$ cat config.mk
export PLATFORM = sky130hd
export DESIGN_NAME = twos_comp_serial
export DESIGN_NICKNAME = d
export VERILOG_FILES = /design/src/rtl/twos_pkg.sv /design/src/rtl/twos_digit.sv /design/src/rtl/twos_comp_serial.sv
export SDC_FILE = /design/constraint.sdc
export NUM_CORES = 1
export LEC_CHECK = 0
export CAP_MARGIN = 5
export CORE_MARGIN = 1
export CORE_UTILIZATION = 47
export CTS_BUF_LIST = sky130_fd_sc_hd__clkbuf_8 sky130_fd_sc_hd__clkbuf_16
export DETAILED_ROUTE_END_ITERATION = 8
export GPL_TIMING_DRIVEN = 0
export PLACE_DENSITY_LB_ADDON = 0.3
export SYNTH_ARGS = -nofsm -noshare
export SYNTH_HDL_FRONTEND = slang
export SYNTH_SLANG_ARGS = --single-unit
$ cat constraint.sdc
create_clock -name clk -period 1.69 [get_ports clk]
set_input_delay 0.2535 -clock clk [delete_from_list [all_inputs] [get_ports clk]]
set_output_delay 0.2535 -clock clk [all_outputs]
set_load 0.01 [all_outputs]
$ cat src/rtl/twos_pkg.sv
// rtl/twos_pkg.sv - shared mode and FSM state encodings for the serial two's-complement unit
//
// Purpose : constants shared by twos_comp_serial and its bench.
// Contents: MODE_* operation select codes, S_* FSM state encodings.
package twos_pkg;

  // Operation select carried on in_mode
  localparam logic [1:0] MODE_PASS = 2'b00;
  localparam logic [1:0] MODE_NEG  = 2'b01;
  localparam logic [1:0] MODE_ABS  = 2'b10;
  localparam logic [1:0] MODE_INV  = 2'b11;

  // FSM states
  localparam logic [1:0] S_IDLE = 2'd0;
  localparam logic [1:0] S_BUSY = 2'd1;
  localparam logic [1:0] S_DONE = 2'd2;

endpackage

$ cat src/rtl/twos_digit.sv
// rtl/twos_digit.sv - one DIGIT-bit slice of the conditional-invert-and-increment chain
//
// Purpose : combinational slice; optionally inverts a digit and adds the incoming carry.
// Ports   : op_digit  in  DIGIT  operand digit
//           inv       in  1      invert op_digit before the add
//           cin       in  1      carry in from the previous (less significant) digit
//           res_digit out DIGIT  result digit
//           cout      out 1      carry out to the next digit
module twos_digit #(
  parameter int DIGIT = 2
) (
  input  logic [DIGIT-1:0] op_digit,
  input  logic             inv,
  input  logic             cin,
  output logic [DIGIT-1:0] res_digit,
  output logic             cout
);

  logic [DIGIT-1:0] d;

  always_comb begin
    d = inv ? ~op_digit : op_digit;
    {cout, res_digit} = {1'b0, d} + {{DIGIT{1'b0}}, cin};
  end

endmodule

$ cat src/rtl/twos_comp_serial.sv
// rtl/twos_comp_serial.sv - digit-serial pass / negate / abs / one's-complement unit
//
// Purpose : transforms a WIDTH-bit two's-complement word DIGIT bits per cycle, LSB first,
//           with a registered carry between digits. Flags NEG/ABS of the most-negative value.
// Ports   : clk        in   1      clock, rising edge
//           rst        in   1      synchronous active-high reset
//           in_valid   in   1      operand valid
//           in_ready   out  1      high only in IDLE
//           in_data    in   WIDTH  operand
//           in_mode    in   2      00 PASS, 01 NEG, 10 ABS, 11 INV
//           out_valid  out  1      high only in DONE
//           out_ready  in   1      consumer accepts result
//           out_data   out  WIDTH  result
//           out_ovf    out  1      NEG/ABS of the most-negative input
module twos_comp_serial #(
  parameter int WIDTH = 8,
  parameter int DIGIT = 2
) (
  input  logic             clk,
  input  logic             rst,
  input  logic             in_valid,
  output logic             in_ready,
  input  logic [WIDTH-1:0] in_data,
  input  logic [1:0]       in_mode,
  output logic             out_valid,
  input  logic             out_ready,
  output logic [WIDTH-1:0] out_data,
  output logic             out_ovf
);

  import twos_pkg::*;

  localparam int NDIG = WIDTH / DIGIT;
  localparam int CW   = (NDIG > 1) ? $clog2(NDIG) : 1;
  localparam logic [CW-1:0]    LAST    = CW'(NDIG - 1);
  localparam logic [WIDTH-1:0] MIN_VAL = {1'b1, {(WIDTH-1){1'b0}}};

  if (WIDTH < 2 || DIGIT < 1 || DIGIT > WIDTH || (WIDTH % DIGIT) != 0) begin : g_bad_params
    $error("twos_comp_serial: illegal WIDTH/DIGIT combination");
  end

  logic [1:0]       state_q;
  logic [CW-1:0]    cnt_q;
  logic             carry_q;
  logic             inv_q;
  logic             ovf_q;
  logic [WIDTH-1:0] op_q;
  logic [WIDTH-1:0] res_q;
  logic [WIDTH-1:0] res_next;
  logic [DIGIT-1:0] res_digit;
  logic             cout;
  logic             in_neg;
  logic             in_ovf;

  assign in_ready  = (state_q == S_IDLE);
  assign out_valid = (state_q == S_DONE);
  assign out_data  = res_q;
  assign out_ovf   = ovf_q;

  // Negation is invert-then-add-one; the +1 enters as the initial carry.
  assign in_neg = (in_mode == MODE_NEG) | ((in_mode == MODE_ABS) & in_data[WIDTH-1]);
  assign in_ovf = ((in_mode == MODE_NEG) | (in_mode == MODE_ABS)) & (in_data == MIN_VAL);

  twos_digit #(.DIGIT(DIGIT)) u_digit (
    .op_digit  (op_q[DIGIT-1:0]),
    .inv       (inv_q),
    .cin       (carry_q),
    .res_digit (res_digit),
    .cout      (cout)
  );

  // Result fills from the MSB side so the first (least significant) digit ends up at bit 0.
  if (DIGIT == WIDTH) begin : g_res_full
    assign res_next = res_digit;
  end else begin : g_res_shift
    assign res_next = {res_digit, res_q[WIDTH-1:DIGIT]};
  end

  always_ff @(posedge clk) begin
    if (rst) begin
      state_q <= S_IDLE;
      cnt_q   <= '0;
      carry_q <= 1'b0;
      inv_q   <= 1'b0;
      ovf_q   <= 1'b0;
      op_q    <= '0;
      res_q   <= '0;
    end else begin
      case (state_q)
        S_IDLE: begin
          if (in_valid) begin
            op_q    <= in_data;
            inv_q   <= in_neg | (in_mode == MODE_INV);
            carry_q <= in_neg;
            ovf_q   <= in_ovf;
            cnt_q   <= '0;
            state_q <= S_BUSY;
          end
        end
        S_BUSY: begin
          res_q   <= res_next;
          op_q    <= op_q >> DIGIT;
          carry_q <= cout;
          cnt_q   <= cnt_q + 1'b1;
          if (cnt_q == LAST) begin
            state_q <= S_DONE;
          end
        end
        S_DONE: begin
          if (out_ready) begin
            state_q <= S_IDLE;
          end
        end
        default: state_q <= S_IDLE;
      endcase
    end
  end

endmodule

==> results of run 1 <==
## worst register-to-register path, delay by kind of cell, from the launching register on
kind          cells  cell delay (ns)
simple gates      3             0.74
buf+inv           1             0.15
flops             1             0.30
## area by class of cell
type	count	area share, %
clock buffers	3	3.019
inverters	3	0.8234
well taps	27	2.470
plain buffers	7	3.385
flip-flops and latches	23	33.76
clock inverters	1	0.3660
repair buffers	24	17.75
multi-input cells	90	38.43
## sequential cells by signal, summed over array words and instances, names as in the netlist
register / count
state_q: 2
out_data: 8
out_ovf: 1
inv_q: 1
cnt_q: 2
op_q: 8
carry_q: 1
## metal layers
metal | vias up | track usage [%]
li1 | 474 | -
met1 | 435 | 24.61
met2 | 20 | 33.79
met3 | 4 | 2.804
met4 | 0 | 8.824
met5 | - | 0
## worst min path at each step
stage	start	endpoint	slack, ns
2_1_floorplan	rst	state_q[0]$_SDFFE_PP0P_	0.33
3_3_place_gp	out_data[0]$_SDFFE_PP0N_	out_data[0]$_SDFFE_PP0N_	0.44
3_5_place_dp	out_data[0]$_SDFFE_PP0N_	out_data[0]$_SDFFE_PP0N_	0.45
4_1_cts	out_data[0]$_SDFFE_PP0N_	out_data[0]$_SDFFE_PP0N_	0.46
5_1_grt	out_data[0]$_SDFFE_PP0N_	out_data[0]$_SDFFE_PP0N_	0.48
6_report	out_data[0]$_SDFFE_PP0N_	out_data[0]$_SDFFE_PP0N_	0.46
## power by group through the flow
stage	clock [mW]	combinational [mW]	sequential, mW
6_report	0.341	0.199	0.590
2_1_floorplan	0	0.119	0.601
3_3_place_gp	0	0.195	0.600
4_1_cts	0.346	0.200	0.589
3_5_place_dp	0	0.198	0.602
5_1_grt	0.365	0.221	0.592
## cells by family (layout without fill, tap and decap cells)
kind of cell             after synthesis  in the layout
XOR/XNOR                               2              2
adder cells (fa/ha/maj)                6              6
flip-flops                            23             23
multiplexers                           1              1
AO/OA/AOI/OAI                         31             31
AND/OR/NAND/NOR                       50             50
buffers and inverters                 10             38
## repair_timing
item,CTS,global route
endpoints found under the setup margin,1,1
gates resized for setup,1,1
cloned,0,0
## layout by cell type (no fill, tap or decap), types with 2 or more instances in the layout
cell type        synthesis  final
clkbuf_1                 2      2
nor2_1                  13     13
clkdlybuf4s50_1          0     23
nor2b_1                  3      3
nor3_1                   3      3
clkbuf_8                 0      3
a21oi_1                 17     17
dfxtp_1                 23     22
a211oi_1                 5      5
xor2_1                   2      2
ha_1                     6      6
nand2_1                 25     25
inv_1                    3      3
a22oi_1                  4      4
buf_4                    3      3
## stage by stage
stage | total power [mW] | cells | util [%] | hold WS, ns | setup WS [ns]
6_report | 1.130 | 178 | 67.64 | 0.4571 | 0.1087
5_1_grt | 1.178 | 178 | 67.64 | 0.4832 | 0.03868
4_1_cts | 1.135 | 178 | 67.51 | 0.4626 | 0.01223
3_5_place_dp | 0.8002 | 174 | 65.16 | 0.4510 | 0.1033
3_3_place_gp | 0.7950 | 174 | 65.16 | 0.4419 | 0.1012
2_1_floorplan | 0.7193 | 123 | - | 0.3251 | 0.5061
==> key figures, run 1 <==
Status
  – Outcome: complete, no violations

Critical path
  – RR Endpoint: inv_q$_SDFFE_PP0P_
  – Crit path depth: 3
  – Crit path DAT: around 1.3 ns
  – Kind of critical path: reg2out
  – CP Launch Type: flop
  – Register-to-Register Path Depth: 4
  – R2r setup slk: between 0.3 and 0.4 ns
  – Worst Path Max Fanout: 8
  – Worst flop-to-flop path startpoint: state_q[0]$_SDFFE_PP0P_
  – Critical-path top delay cell: clkdlybuf4s50_1
  – Critical path buffers and inverters: 2
  – CP required: between 1 and 1.5 ns
  – Critical Path End Type: output pin
  – Crit path max-delay family: buffers and inverters
  – CP max stage delay: around 0.53 ns
  – CP cell instances: buf_4 -> nor2_1 -> clkdlybuf4s50_1
  – Critical path origin: state_q[0]$_SDFFE_PP0P_
  – Capture point of the worst path: in_ready

Final layout
  – Fill count: 179
  – Final Cell Area: 0.001368 mm^2
  – Layout net count: between 150 and 200
  – N_diodes: 0
  – Share of layout cells above drive strength 1: under 10%
  – Register Area: roughly 460 um^2
  – Area Overhead vs Synth: 31.05%
  – Multi-input logic area: about 530 um^2

Power
  – Switch share: approximately a quarter
  – Sequential share of power: a little over half
  – Pwr dens: slightly above 800 mW/mm^2
  – Clock Power Share: between 30% and 40%
  – Leak: around 0.57 nW
  – Int Power: between 0.8 and 0.9 mW
  – Logic pwr share: 17.6%
  – Net load switching power: 0.2957 mW
  – VDD IR max: about 610 uV

Route
  – Vias per cell: roughly 5.2
  – DRC errors left: 0
  – Vias: slightly above 900
  – TritonRoute pass-1 iters: 4
  – Wire per inst: approximately 12 um
  – Metal-1 WL: approximately 970 um
  – Metal3 WL: about 70 um
  – Post-route ant nets: 0
  – Iter 0 DRT Violations: 19
  – Final WL: around 2.2 mm
  – Top sig layer: met4
  – Routed length on met2: about 1.1 mm

Timing
  – RSZ-0062 raised after global routing: no
  – Crit path time final: about 1.6 ns
  – Final Skew: around 0.0019 ns
  – Setup TNS: 0 ns
  – Fin crit share: ~94%
  – Final setup viols: 0
  – Final Hold Viols: 0
  – Slew Limit Fails: 0
  – Slew @ Worst Pin: between 0.5 and 0.6 ns
  – Fmax: 0.6324 GHz
  – Relative slew slack: about two thirds

Placed design
  – Placed cell areas: 0.001318 mm^2
  – Port-buffer cells: 24
  – Detail Placement HPWL: about 1.6 mm
  – Final GP Congestion: about 0.8

Logic synthesis
  – XOR/XNOR share of the synthesized area: ~1.7%
  – Synth area leaders: dfxtp_1 (44%), nand2_1 (9.0%), a21oi_1 (8.2%)
  – Mux cell area share after synthesis: less than 1%
  – Top cell type's share of synthesized area: 44.12%
  – Synth Area per Inst: 8.484 um^2
  – Most frequent cell after synthesis: nand2_1
  – Synth Flop Type: dfxtp_1
  – Asr flop ratio synth: 0%
  – Post-Syn Nets: 143
  – Cells after synthesis: 123
  – Synth unique cells: 27
  – Post-synth top cells: nand2_1 (25), dfxtp_1 (23), a21oi_1 (17)
  – Synth Area in Compound Gates: approximately a fifth
  – Seq cells post-synth: 23
  – Simple-Gate Fraction of Synth Area: between 20% and 30%
  – Top cell type by total area after synthesis: dfxtp_1
  – Largest family of logic cells by synthesized area: simple AND/OR/NAND/NOR gates
  – Adder-Cell Fraction of Synth Area: under 10%
  – Post-Syn Area: 0.001044 mm^2
  – Post-synth EDFFs: 0
  – Register area share after synthesis: around 44%
  – Yosys warns: 0

Hold path
  – Hold crit path type: reg2reg
  – Hold path depth: 2

Clock tree
  – CTS tree: yes
  – Reg clk slew, reported paths: 0.08 ns
  – Setup repair bufs after CTS: 0
  – CTS Sinks: 23
  – Clock buffer count from CTS: 3
  – Hold buffers post-CTS: 0
  – Clk Latency, worst-skew pair: between 0.2 and 0.3 ns
  – Clk root buf: clkbuf_8
  – H-tree depth: 1
  – CTS max path bufs: 2

Global route
  – First-pass GRT wire length: 3.650 mm
  – Antenna violations before repair: 0
  – Largest net degree at the start of global routing: 14
  – Total GRT Usage: 19.84%
  – Gr ovfl total: 0
  – Number of global-route vias before repair: around 830

Die
  – Die area: around 0.0024 mm^2
  – Core box area: 0.002022 mm^2
  – Core Rows: 16
  – Die span in y: 49.12 um
  – Starting Density: 51.61%
  – I/O Pins: 25
  – Die Wd: 49.12 um

Run
  – Number of max-cap violations: 0
Power figures use the tool's default switching activity.
==> inputs of run 2 (changes only) <==
Settings changed: CTS_CLUSTER_SIZE from default to 40, SYNTH_HIERARCHICAL from default to 1.
Clock period 1.69 ns to 1.88 ns, I/O delays scaled along.
==> key figures, run 2 <==
Logic synthesis
  – Cells after synthesis: approximately 120
  – Post-synth EDFFs: 0
  – Post-Syn Nets: around 140
  – Top cell type by total area after synthesis: dfxtp_1
  – Top cell type's share of synthesized area: between 40 and 50%
  – Synth Area per Inst: ~8.5 um^2
  – Post-Syn Area: ~0.0010 mm^2
  – Post-synth top cells: nand2_1 (25), dfxtp_1 (23), a21oi_1 (17)
  – Synth Flop Type: dfxtp_1
  – Yosys warns: 6
  – Register area share after synthesis: between 40% and 50%
  – Seq cells post-synth: 23
  – Synth area leaders: dfxtp_1 (44%), nand2_1 (9.0%), a21oi_1 (8.2%)
  – Asr flop ratio synth: 0%
  – Synth unique cells: 27
  – Most frequent cell after synthesis: nand2_1

Die
  – Die span in y: between 40 and 50 um
  – Die area: between 0.002 and 0.0025 mm^2
  – Core Rows: 16
  – Starting Density: around half
  – Die Wd: around 50 um
  – I/O Pins: 25
  – Core box area: between 0.002 and 0.0025 mm^2

Status
  – Outcome: complete, no violations

Timing
  – Slew @ Worst Pin: roughly 0.52 ns
  – Setup TNS: 0 ns
  – Relative slew slack: 65.22%
  – Fmax: around 0.57 GHz
  – Fin crit share: a little over 90%
  – Final setup viols: 0
  – Slew Limit Fails: 0
  – RSZ-0062 raised after global routing: no
  – Crit path time final: approximately 1.7 ns
  – Final Hold Viols: 0
  – Final Skew: around 0.0011 ns

Global route
  – First-pass GRT wire length: roughly 3.8 mm
  – M1 GR Usage: between 20% and 30%
  – Antenna violations before repair: 0
  – Gr ovfl total: 0
  – Total GRT Usage: between 20% and 30%
  – Met2 Usage GRT: between 30% and 40%
  – Number of global-route vias before repair: ~860
  – GRT busiest layer: met2
  – Largest net degree at the start of global routing: 13
  – GR Util met3: roughly 6.5%

Power
  – Logic pwr share: between 10% and 20%
  – VDD IR max: 636.6 uV
  – Pwr Total: 1.001 mW
  – Pwr dens: 734.3 mW/mm^2
  – Int Power: 0.7472 mW
  – Sequential share of power: 52.9%
  – Clock Power Share: about 29%
  – Switch share: between 20% and 30%
  – Net load switching power: 0.2534 mW
  – Leak: roughly 0.55 nW

Critical path
  – CP Launch Type: flop
  – CP cell instances: nor2b_1 -> clkdlybuf4s50_1
  – CP required: ~1.6 ns
  – Crit path DAT: roughly 1.5 ns
  – CP max stage delay: ~0.55 ns
  – Critical path origin: state_q[1]$_SDFFE_PP0P_
  – Critical Path End Type: output pin
  – Worst flop-to-flop path startpoint: state_q[0]$_SDFFE_PP0P_
  – R2r setup slk: roughly 0.58 ns
  – Worst Path Max Fanout: 8
  – Critical-path top delay cell: clkdlybuf4s50_1
  – Kind of critical path: reg2out

Placed design
  – Port-buffer cells: 24
  – Placed cells: between 150 and 200
  – Detail Placement HPWL: approximately 1.6 mm
  – Final GP Congestion: ~0.83

Clock tree
  – H-tree depth: 1
  – Clk Latency, worst-skew pair: between 0.2 and 0.3 ns
  – Hold buffers post-CTS: 0
  – Setup repair bufs after CTS: 0
  – Reg clk slew, reported paths: ~0.08 ns
  – Clk root buf: clkbuf_8
  – Post-CTS resize count: 0
  – CTS max path bufs: 2
  – Clock buffer count from CTS: 3
  – CTS tree: yes
  – CTS Sinks: 23

Route
  – DRC errors left: 0
  – Iter 0 DRT Violations: 11
  – Vias per cell: approximately 5.1
  – Post-route ant nets: 0
  – Vias: roughly 910
  – Wire per inst: approximately 12 um
  – TritonRoute pass-1 iters: 4
  – Final WL: approximately 2.1 mm

Final layout
  – Fill count: 173
  – Most frequent cells in the layout: nand2_1 (25), clkdlybuf4s50_1 (24), dfxtp_1 (23)
  – Area Overhead vs Synth: 30.58%
  – Share of layout cells above drive strength 1: 7.947%
  – Fin cells: 178
  – N_diodes: 0
  – Layout net count: between 150 and 200
  – Commonest non-fill, non-tap cell in the layout: nand2_1

Hold path
  – Hold crit path type: reg2reg
  – Min-delay src: out_data[1]$_SDFFE_PP0N_

Run
  – Number of max-cap violations: 0
==> run 2: cell counts after synthesis <==
No cell type changed its count.
==> run 2: cell type report <==
class	instances	area (um^2)	area share [%]
well taps	27	33.78	2.479
inverters	3	11.26	0.8264
clock inverters	1	3.754	0.2755
multi-input cells	90	525.5	38.57
flip-flops and latches	23	460.4	33.79
plain buffers	7	46.29	3.398
clock buffers	3	41.29	3.030
repair buffers	24	240.2	17.63
==> run 2: through the flow <==
| step | cell area (um^2) | utilization (%) | worst slack, ns | hold slack, ns |
|---|---|---|---|---|
| after floorplan | 1044 | - | 0.7134 | 0.3536 |
| after detailed placement | 1318 | 65.16 | 0.1021 | 0.4464 |
| after global placement | 1318 | 65.16 | 0.1271 | 0.4405 |
| after CTS | 1363 | 67.39 | 0.1417 | 0.4576 |
| after global routing | 1363 | 67.39 | 0.02988 | 0.4930 |
| final | 1363 | 67.39 | 0.1404 | 0.4554 |
==> run 2: critical path, delay by kind of cell (launching register included) <==
family	cells	cell delay [ns]
flops	1	0.44
simple gates	1	0.21
buf+inv	1	0.55
==> run 2: final timing paths <==
kind                         endpoint  cells past startpoint
min reg2reg  out_data[1]$_SDFFE_PP0N_                      2
max reg2reg      op_q[4]$_SDFFE_PP0P_                      4
max                         out_valid                      2
min          out_data[1]$_SDFFE_PP0N_                      2
==> run 2: cells by family (layout without fill, tap and decap cells) <==
kind of cell	Yosys count	in the layout	synth area share, %
and+or+nand+nor	50	50	21.46
AOI/OAI and AO/OA	31	31	19.06
DFF	23	23	44.12
buffers and inverters	10	38	5.515
adders and majority gates	6	6	7.194
xor gates and xnor gates	2	2	1.679
muxes	1	1	0.9593
==> run 2: metal layers <==
metal,part of all wire [%],vias to the layer above
li1,-,474
met1,47,414
met2,48,19
met3,3.6,2
met4,1.3,0
met5,0,-
==> run 2: power by group through the flow <==
| stage | registers [mW] | logic (mW) | clock network [mW] |
|---|---|---|---|
| floorplan | 0.540 | 0.106 | 0 |
| global placement | 0.539 | 0.176 | 0 |
| detailed placement | 0.540 | 0.180 | 0 |
| CTS | 0.529 | 0.181 | 0.306 |
| global route | 0.534 | 0.202 | 0.324 |
| finish | 0.529 | 0.179 | 0.292 |
